<file path="src/rtl/div_iter.sv">
// div_iter: multi-cycle restoring divider for RV32M DIV/DIVU/REM/REMU.
//
// Operands are latched on an accepted start. A start is accepted whenever
// busy is low, which is the IDLE and DONE states. After that, one quotient
// bit is resolved per clock. The result is returned in C together with a
// one-cycle done strobe. Division by zero and signed overflow are resolved
// at accept time, so the block goes straight to DONE for those cases.
//
// Ports:
//   clk   - rising-edge clock
//   rst   - synchronous reset, active-high (priority over everything)
//   start - request a division; sampled only while busy = 0
//   op    - 00 DIV, 01 DIVU, 10 REM, 11 REMU (funct3[1:0])
//   A     - dividend, sampled with start
//   B     - divisor, sampled with start
//   C     - quotient or remainder; holds until the next result loads
//   busy  - high while iterating (CALC state)
//   done  - one-cycle strobe, C valid in this cycle
module div_iter #(
    parameter int XLEN = 32
) (
    input  logic            clk,
    input  logic            rst,
    input  logic            start,
    input  logic [1:0]      op,
    input  logic [XLEN-1:0] A,
    input  logic [XLEN-1:0] B,
    output logic [XLEN-1:0] C,
    output logic            busy,
    output logic            done
);

    localparam int CW = $clog2(XLEN + 1);

    localparam logic [XLEN-1:0] ZERO     = {XLEN{1'b0}};
    localparam logic [XLEN-1:0] ONES     = {XLEN{1'b1}};
    localparam logic [XLEN-1:0] MIN_NEG  = {1'b1, {(XLEN-1){1'b0}}};
    localparam logic [CW-1:0]   CNT_ZERO = {CW{1'b0}};
    localparam logic [CW-1:0]   CNT_ONE  = {{(CW-1){1'b0}}, 1'b1};
    localparam logic [CW-1:0]   CNT_LAST = CW'(XLEN - 1);

    typedef enum logic [1:0] {
        S_IDLE = 2'd0,
        S_CALC = 2'd1,
        S_DONE = 2'd2
    } state_t;

    // Two's-complement negate, modulo 2^XLEN.
    function automatic logic [XLEN-1:0] neg2(input logic [XLEN-1:0] v);
        return ~v + {{(XLEN-1){1'b0}}, 1'b1};
    endfunction

    // Negate when the sign flag is set, pass through otherwise.
    function automatic logic [XLEN-1:0] apply_sign(input logic [XLEN-1:0] v,
                                                   input logic            neg);
        logic [XLEN-1:0] r;
        if (neg) begin
            r = neg2(v);
        end else begin
            r = v;
        end
        return r;
    endfunction

    state_t          state_r;
    logic [XLEN-1:0] quo_r;
    logic [XLEN-1:0] rem_r;
    logic [XLEN-1:0] divisor_r;
    logic            neg_q_r;
    logic            neg_r_r;
    logic            op_rem_r;
    logic [CW-1:0]   cnt_r;

    logic            signed_s;
    logic            a_neg_s;
    logic            b_neg_s;
    logic [XLEN-1:0] a_mag_s;
    logic [XLEN-1:0] b_mag_s;
    logic            div_zero_s;
    logic            ovf_s;
    logic            special_s;
    logic [XLEN-1:0] special_c_s;

    logic [XLEN:0]   shifted_s;
    logic [XLEN:0]   trial_s;
    logic [XLEN-1:0] rem_nx_s;
    logic [XLEN-1:0] quo_nx_s;
    logic [XLEN-1:0] result_s;

    // Operand preparation and special-case detection for an accept this cycle.
    always_comb begin
        signed_s   = ~op[0];
        a_neg_s    = signed_s & A[XLEN-1];
        b_neg_s    = signed_s & B[XLEN-1];
        if (a_neg_s) begin
            a_mag_s = neg2(A);
        end else begin
            a_mag_s = A;
        end
        if (b_neg_s) begin
            b_mag_s = neg2(B);
        end else begin
            b_mag_s = B;
        end
        div_zero_s = (B == ZERO);
        ovf_s      = signed_s & (A == MIN_NEG) & (B == ONES);
        special_s  = div_zero_s | ovf_s;
        if (div_zero_s) begin
            special_c_s = op[1] ? A : ONES;
        end else if (ovf_s) begin
            special_c_s = op[1] ? ZERO : MIN_NEG;
        end else begin
            special_c_s = ZERO;
        end
    end

    // One restoring step. The partial remainder always stays below the
    // divisor, so the shifted value is below 2*divisor. When the trial
    // subtraction is non-negative, its result fits in XLEN bits.
    always_comb begin
        shifted_s = {rem_r, quo_r[XLEN-1]};
        trial_s   = shifted_s - {1'b0, divisor_r};
        if (!trial_s[XLEN]) begin
            rem_nx_s = trial_s[XLEN-1:0];
            quo_nx_s = {quo_r[XLEN-2:0], 1'b1};
        end else begin
            rem_nx_s = shifted_s[XLEN-1:0];
            quo_nx_s = {quo_r[XLEN-2:0], 1'b0};
        end
        if (op_rem_r) begin
            result_s = apply_sign(rem_nx_s, neg_r_r);
        end else begin
            result_s = apply_sign(quo_nx_s, neg_q_r);
        end
    end

    // Control FSM, datapath registers and registered outputs.
    always_ff @(posedge clk) begin
        if (rst) begin
            state_r   <= S_IDLE;
            quo_r     <= ZERO;
            rem_r     <= ZERO;
            divisor_r <= ZERO;
            neg_q_r   <= 1'b0;
            neg_r_r   <= 1'b0;
            op_rem_r  <= 1'b0;
            cnt_r     <= CNT_ZERO;
            C         <= ZERO;
            busy      <= 1'b0;
            done      <= 1'b0;
        end else begin
            case (state_r)
                S_IDLE, S_DONE: begin
                    if (start) begin
                        if (special_s) begin
                            C       <= special_c_s;
                            state_r <= S_DONE;
                            busy    <= 1'b0;
                            done    <= 1'b1;
                        end else begin
                            // quo_r starts as the dividend magnitude and is
                            // shifted out into rem_r one bit per step.
                            quo_r     <= a_mag_s;
                            rem_r     <= ZERO;
                            divisor_r <= b_mag_s;
                            neg_q_r   <= a_neg_s ^ b_neg_s;
                            neg_r_r   <= a_neg_s;
                            op_rem_r  <= op[1];
                            cnt_r     <= CNT_ZERO;
                            state_r   <= S_CALC;
                            busy      <= 1'b1;
                            done      <= 1'b0;
                        end
                    end else begin
                        state_r <= S_IDLE;
                        busy    <= 1'b0;
                        done    <= 1'b0;
                    end
                end
                S_CALC: begin
                    quo_r <= quo_nx_s;
                    rem_r <= rem_nx_s;
                    cnt_r <= cnt_r + CNT_ONE;
                    if (cnt_r == CNT_LAST) begin
                        C       <= result_s;
                        state_r <= S_DONE;
                        busy    <= 1'b0;
                        done    <= 1'b1;
                    end else begin
                        state_r <= S_CALC;
                        busy    <= 1'b1;
                        done    <= 1'b0;
                    end
                end
                default: begin
                    state_r <= S_IDLE;
                    busy    <= 1'b0;
                    done    <= 1'b0;
                end
            endcase
        end
    end

endmodule

</file>
<file path="config.mk">
export PLATFORM = sky130hd
export DESIGN_NAME = div_iter
export DESIGN_NICKNAME = d
export VERILOG_FILES = /design/src/rtl/div_iter.sv
export SDC_FILE = /design/constraint.sdc
export NUM_CORES = 1
export LEC_CHECK = 0
export CORE_MARGIN = 3
export CORE_UTILIZATION = 60
export CTS_CLUSTER_SIZE = 16
export DETAILED_ROUTE_END_ITERATION = 8
export PLACE_DENSITY = 0.82
export SLEW_MARGIN = 30
export SYNTH_ARGS = -nofsm -noshare
export SYNTH_HDL_FRONTEND = slang
export SYNTH_SLANG_ARGS = --single-unit
export TNS_END_PERCENT = 30
</file>
<file path="constraint.sdc">
create_clock -name clk -period 7.15 [get_ports clk]
set_input_delay 1.0725 -clock clk [delete_from_list [all_inputs] [get_ports clk]]
set_output_delay 1.0725 -clock clk [all_outputs]
set_load 0.005 [all_outputs]
</file>
-- Word level (Yosys, flattened, before mapping)
Cells that the tools add are included.
Widths: inputs -> output; s select.
- logic and storage cells: 81
- register bits after elaboration: 141
- input port bits: 69
- $add $sub $neg: 6
- multiplexer cells: 36
- reduce and logical (&&, ||, !) cells: 7
- equality and inequality tests: 9
- bitwise gates (word level): 12
- operator list (operator ; number):
    $mux 32 ; 17
    $pmux 32 s2 ; 3
    $add 32x1->32 const B ; 4
    $not 32->32 ; 4
    $eq 32x32->1 const B ; 2
    $sub 33x32->33 ; 1
    $logic_not 32->1 ; 1
    $mux 6 ; 2
    $pmux 6 s2 ; 1
    $ne 2x2->1 const B ; 4
    $mux 1 ; 7
    $add 6x1->6 const B ; 1
    $eq 6x5->1 const B ; 1
    $mux 2 ; 3
    $reduce_and 3->1 ; 2
    $and 1x1->1 ; 4
    $pmux 1 s2 ; 2
    $pmux 2 s2 ; 1
    $reduce_and 4->1 ; 1
    $eq 2x1->1 const B ; 1
    $eq 2x2->1 const B ; 1
    $logic_not 2->1 ; 1
    $not 1->1 ; 2
    $reduce_bool 2->1 ; 1
    3 further kinds ; 3

-- Depth between registers and ports, before layout
Gate-level depths: netlist (run 1).
- depth in word-level cells: 8
- depth in mapped cells: 24
- depth with buffers taken out: 21

-- Worst setup path before layout (run 1)
No wires, ideal clock.
- path kind: flip-flop to flip-flop
- from: reg quo_r[31]
- to: reg C[26]
- stages on the path, launching flop included: 22
- period minus slack after synthesis: 5.214 ns
- data required time: 7.075 ns
- arrival: 5.139 ns
- path buffers: 3
- path slack: 1.936 ns
- path through: dfxtp_1 > inv_1 > ha_1 > fa_1 > and2b_1 > o31ai_1 > a31o_2 > o211a_1 > a21oi_1 > nand2_1 > buf_2 > clkbuf_1 > buf_1 > o21ai_0 > ha_1 > inv_1 > or3_1 > or4_1 > o21ai_1 > a311oi_1 > a311o_1 > o22ai_1
- word-level cells in the longest chain between the ends: 8
- elaborated cells on any way between the ends: 12
- those cells by class: 3 x add/sub; 7 x mux; 2 x bitwise
- ends and longest elaborated chain (element ; RTL line ; RTL):
    start: declaration ; 66 ; logic [XLEN-1:0] quo_r;
    start signal: assignment ; 163 ; quo_r <= a_mag_s;
    start signal: assignment ; 181 ; quo_r <= quo_nx_s;
    $sub 33x32->33 ; 122 ; trial_s = shifted_s - {1'b0, divisor_r};
    $mux 1 or $mux 32 (tied branches) ; 123 ; if (!trial_s[XLEN]) begin
    $not 32->32 ; 50 ; return ~v + {{(XLEN-1){1'b0}}, 1'b1};
    $add 32x1->32 ; 50 ;
    $mux 32 ; 57 ; if (neg) begin
    $mux 32 (*) ; 130 ; if (op_rem_r) begin
    $mux 32 (*) ; 184 ; if (cnt_r == CNT_LAST) begin
    $pmux 32 s2 (*) ; 152 ; case (state_r)
    end signal: assignment ; 156 ; C <= special_c_s;
    end signal: assignment ; 185 ; C <= result_s;
    end: declaration ; 28 ; output logic [XLEN-1:0] C,
Every way passes the cells marked *; elsewhere a longest branch is shown, timed or not. The select of a mux whose other input is x is not followed.
A chain may end at the register's enable or synchronous reset.

-- Worst setup path after layout (run 1)
- from: reg quo_r[31]
- to: reg C[24]
The elaborated chain is that of the path after synthesis.

==> results.py, run 1 <==
metrics = {
    "timing": {
        "finalCriticalPeriod_ns": 5.59,
        "rsz0062_at_grt": "no",
        "maxSlewHeadroom_pct": 35.3,
        "timing.final.ws_setup_ns": 1.56,
        "finalCritPeriodShare_pct": 78.2,
        "tns_ns": 0,
        "final_hold_viol_count": 0,
        "worst_slew_pin_slew_ns": 0.964,
        "slew_viol_final": 0,
        "setup_viol": 0,
        "fmax_ghz": 0.179,
        "hold_slack_ns": 0.466,
        "clock_skew_ns": 0.00799,
    },
    "route": {
        "drt_wl_total_um": 38900,
        "drt-wirelength-per-cell_um": 20.1,
        "drc_errors": 1,
        "avgViaCountPerCell": 6.73,
        "drtIter0Drc": 1763,
        "via_count": 13017,
        "firstDrtPassIters": 9,
        "ant_nets": 0,
    },
    "clock_tree": {
        "h-tree-depth": 4,
        "ctsLongestPathBuffers": 2,
        "cts_tree": "yes",
        "ctsHoldBuffers": 0,
        "clkSlewWorstSetupHoldPaths_ns": 0.06,
        "clock-sinks": 139,
        "numCtsBuffers": 17,
        "cts_setup_buffers": 0,
        "cts-root-buf": "clkbuf_16",
        "cts_resized": 0,
        "clock_latency_ns": 0.43,
    },
    "synth": {
        "synth-adder-area-share_pct": 4.22,
        "syn_inst": 1637,
        "ys_types": 82,
        "synth_flop_cell": "dfxtp_1",
        "synth_seq_area_share_pct": 23.7,
        "synthSimpleGateAreaFrac_pct": 23.9,
        "synth_top_family_by_area": "compound AO/OA/AOI/OAI gates",
        "synth_edf_count": 0,
        "synth.avg_cell_area_um2": 7.18,
        "synthMuxAreaShare_pct": 2.16,
        "synth_nets": 1745,
        "syn_area_um2": 11800,
        "async_reset_ff_share_pct": 0,
        "synth_compound_area_share_pct": 31.4,
        "yosys_warnings": 0,
        "synth_xor_area_share_pct": 9.16,
        "ys_ff_latch": 139,
    },
    "power": {
        "pwr-share-comb_pct": 28.5,
        "switchingPower_uw": 862,
        "ir_worst_vdd_mv": 0.171,
        "p_seq_share_pct": 35.2,
        "p_int_mw": 1.57,
        "swShare_pct": 35.5,
        "pwr_density_cell_nw_per_um2": 181,
        "pwr-share-clk_pct": 36.3,
        "p_leak_nw": 4.81,
    },
    "cells_and_area": {
        "utilization_pct": 70.8,
        "final_layout_size_suffix_gt1_share_pct": 5.08,
        "diodes": 0,
        "area_growth_pct": 14.2,
        "final_cell_area_um2": 13400,
        "fin_nets": 1768,
    },
    "setup_path": {
        "required_ns": 7.52,
        "path_class": "reg2reg",
        "reg2regPathDepth": 18,
        "crit_fanout": 15,
        "crit_path_start_kind": "flop",
        "ff2ff_setup_slack_ns": 1.56,
        "cp-end-kind": "flop",
        "cp.arrival_ns": 5.96,
    },
    "min_path": {
        "min_path_cells": 2,
        "min_path_type": "reg2reg",
    },
    "floorplanning": {
        "coreArea_um2": 19000,
        "initial_utilization_pct": 62.0,
        "die-area_um2": 21300,
        "chipHeight_um": 146,
        "fp-row-count": 50,
        "ios": 103,
        "chipWidth_um": 146,
    },
    "global_route": {
        "grt_max_degree": 91,
        "grt_usage_pct": 34.8,
        "grt_pass1_wl_um": 61600,
        "grt_overflow": 0,
        "antenna_found_initial": 0,
        "grt_pass1_vias": 11883,
    },
    "place": {
        "dp_slack_ns": 1.45,
        "gp_congestion": 1.00,
        "port_buffers": 102,
        "dpl_cell_area_um2": 12800,
        "dpl.hpwl_um": 28900,
    },
    "outcome": {
        "violations": "design-rule violations",
        "status": "finished, violations left",
    },
    "flow_run": {
        "drv_cap": 0,
    },
}
## placed cells by master (no fill, tap or decap), drive strengths merged, types with 8 or more instances in the layout
master / count
nand3: 33
nand2b: 10
a21o: 21
ha: 38
nand4: 18
or4: 18
xnor2: 72
or2: 10
and3: 14
or3: 28
clkbuf: 19
dfxtp: 139
a22oi: 24
inv: 61
mux2i: 22
nor2: 175
a21oi: 126
o41ai: 21
and2: 13
o211ai: 31
buf: 16
o21a: 18
a211oi: 44
a31oi: 58
o21ai: 119
nand2: 161
xor2: 51
nor4: 20
nor3: 51
o31a: 8
a311oi: 14
o31ai: 22
clkdlybuf4s50: 101
## stage by stage
stage / power (mW) / cells
after global routing: 2.53 / 1933
after global placement: 1.53 / 1900
after CTS: 2.41 / 1933
after detailed placement: 1.54 / 1901
final: 2.43 / 1933
after floorplan: 1.34 / 1637
## worst paths after layout
path | to | startpoint
setup reg to reg | C[24] | quo_r[31]
hold reg to reg | divisor_r[31] | divisor_r[31]
setup / recovery | C[24] | quo_r[31]
hold / removal | divisor_r[31] | divisor_r[31]
## sequential cells by signal, summed over array words and instances, names as in the netlist
register   count
done           1
cnt_r          6
C             32
divisor_r     32
neg_q_r        1
op_rem_r       1
rem_r         32
neg_r_r        1
quo_r         32
state_r        1
## synth_stat cells, types with 6 or more instances
master,instances,area share [%]
nor3_1,50,2.1
xnor2_1,72,5.4
a211oi_1,44,2.8
buf_2,16,0.68
a21o_1,21,1.3
a22oi_1,24,1.5
nor2b_1,7,0.37
a211o_1,7,0.52
o31a_1,8,0.60
o21a_1,18,1.1
or2_2,10,0.53
o31ai_1,22,1.4
or4_1,17,1.1
nor4_1,19,1.0
and3_1,14,0.75
nand2b_1,10,0.53
nand2_1,160,5.1
mux2i_1,22,1.9
buf_1,10,0.32
nand3_1,33,1.4
or3_1,28,1.5
dfxtp_1,139,24
inv_1,54,1.7
nand4_1,18,0.96
xor2_1,51,3.8
nor2_1,175,5.6
a31oi_1,57,3.0
o211ai_1,31,2.0
and2_1,13,0.69
o2111ai_1,6,0.45
a21oi_1,126,5.4
ha_1,38,4.0
o41ai_1,21,1.6
o21ai_0,116,4.9
clkbuf_1,87,2.8
a311oi_1,14,1.0
## area by class of cell
type / count / area (um^2)
Clock buffer: 19 / 443
Clock inverter: 13 / 131
Fill cell: 1618 / 5540
Inverter: 54 / 203
Multi-Input combinational cell: 1331 / 8380
Sequential cell: 139 / 2790
Tap cell: 260 / 325
Timing Repair Buffer: 117 / 1150
## critical path, cell delays in order, from the launching register on
cell and delay [ns]:
dfxtp_1 0.38, inv_1 0.07, ha_1 0.23, fa_1 0.44
and2b_1 0.29, o31ai_1 0.12, a31o_2 0.27, o211a_1 0.28
a21oi_1 0.38, nand2_2 0.30, o21ai_0 0.45, ha_1 0.32
inv_1 0.12, nor4_1 0.56, a41oi_1 0.29, o41ai_1 0.55
xor2_1 0.28, a21oi_1 0.11, nor2_1 0.10
## kinds of logic after synthesis
logic type      Yosys count
compound gates          563
xor+xnor                123
fa+ha+maj                39
buf+inv                 167
flops                   139
mux                      25
simple gates            581
## power by group through the flow
stage / Combinational, mW / Sequential (mW) / Clock [mW]
after global routing: 0.752 / 0.860 / 0.917
final: 0.692 / 0.856 / 0.881
after floorplan: 0.485 / 0.851 / 0
after detailed placement: 0.670 / 0.871 / 0
after CTS: 0.675 / 0.854 / 0.881
after global placement: 0.657 / 0.870 / 0
## layer usage
layer  routed length, um  track usage (%)  share of wire [%]
met1               16200             47.1                 42
met5                   0                0                  0
met3                3610             6.38                9.3
met2               17800             55.6                 46
met4                1390             12.6                3.6
No activity file was read; power rests on OpenSTA's default activity.
==> inputs of run 2 (changes only) <==
--- a/config.mk
+++ b/config.mk
@@ -6,10 +6,10 @@
 export NUM_CORES = 1
 export LEC_CHECK = 0
 export CORE_MARGIN = 3
-export CORE_UTILIZATION = 60
+export CORE_UTILIZATION = 54
 export CTS_CLUSTER_SIZE = 16
 export DETAILED_ROUTE_END_ITERATION = 8
-export PLACE_DENSITY = 0.82
+export PLACE_DENSITY = 0.78
 export SLEW_MARGIN = 30
 export SYNTH_ARGS = -nofsm -noshare
 export SYNTH_HDL_FRONTEND = slang
==> constraint.sdc (replaced) <==
create_clock -name clk -period 5 [get_ports clk]
set_input_delay 0.75 -clock clk [delete_from_list [all_inputs] [get_ports clk]]
set_output_delay 0.75 -clock clk [all_outputs]
set_load 0.005 [all_outputs]
==> results.py, run 2 (synthesized netlist as in run 1, its figures left out) <==
metrics = {
    "global_route": {
        "grt_pass1_wl_um": 63700,
        "grt_overflow": 0,
        "grt_max_degree": 102,
        "grt_usage_pct": 32.9,
        "antenna_found_initial": 0,
        "grt_pass1_vias": 11879,
    },
    "timing": {
        "setup_viol": 0,
        "worst_slew_pin_slew_ns": 0.931,
        "slew_viol_final": 0,
        "finalCriticalPeriod_ns": 4.80,
        "finalCritPeriodShare_pct": 95.9,
        "fmax_ghz": 0.208,
        "clock_skew_ns": 0.0139,
        "final_hold_viol_count": 0,
        "maxSlewHeadroom_pct": 37.9,
    },
    "route": {
        "drtIter0Drc": 1876,
        "via_count": 13281,
        "drt_wl_total_um": 40900,
        "avgViaCountPerCell": 6.75,
        "drc_errors": 0,
        "ant_nets": 0,
        "drt-wirelength-per-cell_um": 20.8,
        "firstDrtPassIters": 6,
    },
    "outcome": {
        "status": "completed",
    },
    "cells_and_area": {
        "area_growth_pct": 16.1,
        "final_layout_size_suffix_gt1_share_pct": 6.55,
        "regArea_um2": 2790,
        "multi_input_area_um2": 8410,
        "layout_common_cells": "174 x nor2_1, 159 x nand2_1, 137 x dfxtp_1",
        "final_common_cell": "nor2_1",
        "fillers": 1958,
        "fin_nets": 1789,
        "diodes": 0,
        "final_cell_area_um2": 13600,
    },
    "floorplanning": {
        "coreArea_um2": 21200,
        "ios": 103,
        "die-area_um2": 23600,
        "fp-row-count": 53,
        "chipWidth_um": 154,
        "initial_utilization_pct": 55.4,
        "chipHeight_um": 154,
    },
    "min_path": {
        "min_path_cells": 2,
        "min_path_type": "reg2reg",
    },
    "setup_path": {
        "crit_path_start_kind": "flop",
        "cp.arrival_ns": 5.15,
        "required_ns": 5.36,
        "cp-end-kind": "flop",
        "path_class": "reg2reg",
        "reg2regPathDepth": 20,
        "crit_fanout": 12,
    },
    "place": {
        "dpl.hpwl_um": 29900,
        "dpl_cell_area_um2": 13000,
        "gp_congestion": 0.995,
        "port_buffers": 102,
    },
    "power": {
        "pwr_density_cell_nw_per_um2": 258,
        "p_leak_nw": 4.92,
        "finalPower_mw": 3.52,
        "ir_worst_vdd_mv": 0.214,
    },
    "clock_tree": {
        "clock_latency_ns": 0.44,
        "h-tree-depth": 4,
        "clkSlewWorstSetupHoldPaths_ns": 0.07,
        "cts_tree": "yes",
        "numCtsBuffers": 17,
        "cts-root-buf": "clkbuf_16",
        "clock-sinks": 139,
        "ctsLongestPathBuffers": 2,
    },
    "flow_run": {
        "drv_cap": 0,
    },
}
-- run 2: changes by cell type in the layout (fill, tap and decap cells not counted), sizes merged --
cell,previous run,this run
buf,16,37
clkinv,0,1
inv,61,60
-- run 2: final cells by class --
cell class	count	share of cell area (%)
Clock buffer	19	3.17
Multi-Input combinational cell	1331	61.7
Sequential cell	139	20.4
Tap cell	275	2.52
Timing Repair Buffer	138	9.75
Inverter	54	1.49
Clock inverter	13	0.981
-- run 2: path summary, 6_finish.rpt --
check / start / to / slack [ns]
worst max-delay path: quo_r[31] / C[26] / 0.20
worst min-delay path: C[0] / C[0] / 0.46
worst max register to register: quo_r[31] / C[26] / 0.20
worst min register to register: C[0] / C[0] / 0.46
-- run 2: timing repair --
action / in CTS / in global routing
setup endpoints to repair: 0 / 9
gates resized for setup: 0 / 9
hold buffers: 0 / 0
buffers inserted: 0 / 2
-- run 2: power breakdown --
part,internal [mW],switching (mW)
Combinational,0.391,0.643
Clock,0.697,0.565
Sequential,1.16,0.0618
Total,2.25,1.27
-- run 2: through the flow --
step	hold WS (ns)	setup slack [ns]	utilization [%]	std cells	setup TNS [ns]
2_1_floorplan	0.432	0.0553	-	1637	0
3_3_place_gp	0.444	0.258	61.4	1935	0
3_5_place_dp	0.449	0.113	61.4	1935	0
4_1_cts	0.456	0.0739	64.0	1967	0
5_1_grt	0.474	-0.00357	64.3	1969	-0.00357
6_report	0.455	0.203	64.3	1969	0
-- run 2: critical path: stages, from the launching register on --
cell	delay, ns
dfxtp_1	0.33
inv_1	0.08
ha_1	0.20
fa_2	0.25
and2b_2	0.25
o31ai_1	0.27
a31o_2	0.29
o211a_1	0.28
a21oi_2	0.10
nand2_2	0.17
buf_6	0.18
nand2_1	0.06
o21ai_1	0.16
ha_2	0.27
inv_1	0.10
or3_1	0.37
or4_1	0.57
o21ai_4	0.20
a311oi_1	0.11
a311o_1	0.33
o22ai_1	0.11
-- run 2: per-layer routing --
metal	share of wire (%)	global-route usage, %
met5	0	0
met4	4.0	12.4
met3	9.2	5.21
met2	44	51.5
met1	43	45.7
==> inputs of run 3 (changes only) <==
--- a/config.mk
+++ b/config.mk
@@ -7,9 +7,10 @@
 export LEC_CHECK = 0
 export CORE_MARGIN = 3
 export CORE_UTILIZATION = 54
+export CTS_BUF_LIST = sky130_fd_sc_hd__clkbuf_16
 export CTS_CLUSTER_SIZE = 16
 export DETAILED_ROUTE_END_ITERATION = 8
-export PLACE_DENSITY = 0.78
+export PLACE_DENSITY = 0.86
 export SLEW_MARGIN = 30
 export SYNTH_ARGS = -nofsm -noshare
 export SYNTH_HDL_FRONTEND = slang
==> results.py, run 3 (synthesized netlist as in run 1, its figures left out) <==
metrics = {
    "outcome": {
        "status": "completed",
    },
    "place": {
        "port_buffers": 102,
        "dpl.hpwl_um": 30500,
        "gp_congestion": 1.03,
    },
    "power": {
        "pwr-share-comb_pct": 29.9,
        "p_seq_share_pct": 35.7,
        "pwr-share-clk_pct": 34.4,
        "ir_worst_vdd_mv": 0.260,
        "finalPower_mw": 3.42,
        "swShare_pct": 36.5,
        "switchingPower_mw": 1.25,
        "pwr_density_cell_nw_per_um2": 252,
        "p_int_mw": 2.17,
        "p_leak_nw": 4.89,
    },
    "clock_tree": {
        "cts_setup_buffers": 0,
        "h-tree-depth": 4,
        "ctsLongestPathBuffers": 2,
        "numCtsBuffers": 17,
        "clkSlewWorstSetupHoldPaths_ns": 0.07,
        "cts_resized": 0,
        "cts-root-buf": "clkbuf_16",
        "clock-sinks": 139,
        "cts_tree": "yes",
        "ctsHoldBuffers": 0,
        "clock_latency_ns": 0.44,
    },
    "setup_path": {
        "crit_path_start_kind": "flop",
        "cp.arrival_ns": 5.05,
        "crit_fanout": 6,
        "path_class": "reg2reg",
        "cp-end-kind": "flop",
        "required_ns": 5.36,
    },
    "global_route": {
        "grt_max_degree": 73,
        "grt_pass1_vias": 11932,
        "grt_overflow": 0,
        "grt_pass1_wl_um": 64100,
        "grt_usage_pct": 33.0,
        "antenna_found_initial": 0,
    },
    "cells_and_area": {
        "fin_nets": 1784,
        "area_growth_pct": 15.3,
        "layout_common_cells": "174 x nor2_1, 159 x nand2_1, 137 x dfxtp_1",
        "regArea_um2": 2790,
        "final_layout_size_suffix_gt1_share_pct": 6.28,
        "multi_input_area_um2": 8440,
        "final_common_cell": "nor2_1",
        "diodes": 0,
        "fillers": 1872,
    },
    "timing": {
        "maxSlewHeadroom_pct": 35.3,
        "setup_viol": 0,
        "clock_skew_ns": 0.0146,
        "fmax_ghz": 0.213,
        "finalCritPeriodShare_pct": 93.9,
        "finalCriticalPeriod_ns": 4.70,
        "worst_slew_pin_slew_ns": 0.962,
        "tns_ns": 0,
        "rsz0062_at_grt": "no",
        "final_hold_viol_count": 0,
        "slew_viol_final": 0,
    },
    "route": {
        "avgViaCountPerCell": 6.77,
        "firstDrtPassIters": 9,
        "drt_wl_total_um": 40900,
        "drtIter0Drc": 1956,
        "drc_errors": 0,
        "ant_nets": 0,
        "via_count": 13290,
        "drt-wirelength-per-cell_um": 20.8,
    },
    "floorplanning": {
        "coreArea_um2": 21200,
        "die-area_um2": 23600,
        "fp-row-count": 53,
        "chipHeight_um": 154,
        "initial_utilization_pct": 55.4,
        "chipWidth_um": 154,
        "ios": 103,
    },
    "flow_run": {
        "drv_cap": 0,
    },
    "min_path": {
        "min_path_type": "reg2reg",
    },
}
-- run 3: changes by cell type in the layout (fill, tap and decap cells not counted), moves of 2 or more --
cell and change:
clkbuf_1 -2, a211oi_2 +2, clkinv_2 +2, clkinvlp_4 -2
clkinv_1 +2, buf_12 -2, inv_8 -2, buf_4 -2
a211oi_1 -2
-- run 3: worst paths after layout --
check                               start     to  slack, ns  depth (start not counted)
worst min-delay path                C[13]  C[13]       0.47                          2
worst max register to register  quo_r[31]  C[26]       0.30                         18
worst max-delay path            quo_r[31]  C[26]       0.30                         18
worst min register to register      C[13]  C[13]       0.47                          2
-- run 3: routing by layer --
layer | wire [um] | GRT usage (%) | up-vias
met5 | 0 | 0 | -
met4 | 1700 | 11.9 | 0
met3 | 4110 | 5.77 | 154
met2 | 18300 | 52.5 | 812
met1 | 16700 | 45.1 | 6188
li1 | - | - | 6136
-- run 3: layout make-up --
cell class / instances / area share [%]
inverter: 54 / 1.50
clock inverter: 14 / 0.711
clock buffer: 17 / 3.14
timing repair buffer: 133 / 9.32
sequential: 139 / 20.5
multi-input combinational: 1331 / 62.3
tap: 275 / 2.54
-- run 3: metrics by stage --
stage          hold WS, ns  instance area (um^2)  instances  setup slack, ns  util, %
2_1_floorplan        0.432                 11800       1637           0.0553        -
3_3_place_gp         0.442                 13000       1932            0.304     61.1
6_report             0.468                 13600       1963            0.304     63.9
5_1_grt              0.492                 13600       1963           0.0166     63.9
3_5_place_dp         0.458                 13000       1932            0.232     61.1
4_1_cts              0.467                 13500       1963            0.231     63.6
-- run 3: power groups by stage --
stage          Combinational (mW)  Clock (mW)  Sequential, mW
4_1_cts                     0.980        1.17            1.22
5_1_grt                      1.10        1.22            1.23
6_report                     1.02        1.18            1.22
2_1_floorplan               0.694           0            1.22
3_3_place_gp                0.958           0            1.24
3_5_place_dp                0.975           0            1.24
-- run 3: critical path: stages (launching register included) --
cell and delay [ns]:
dfxtp_1 0.39, inv_1 0.06, ha_1 0.22, fa_1 0.42
and2b_1 0.28, o31ai_1 0.10, a31o_2 0.26, o211a_1 0.29
a21oi_2 0.17, nand2_2 0.14, o21ai_2 0.22, ha_2 0.26
inv_1 0.11, or3_1 0.38, or4_1 0.56, o21ai_4 0.20
a311oi_1 0.12, a311o_1 0.33, o22ai_1 0.09
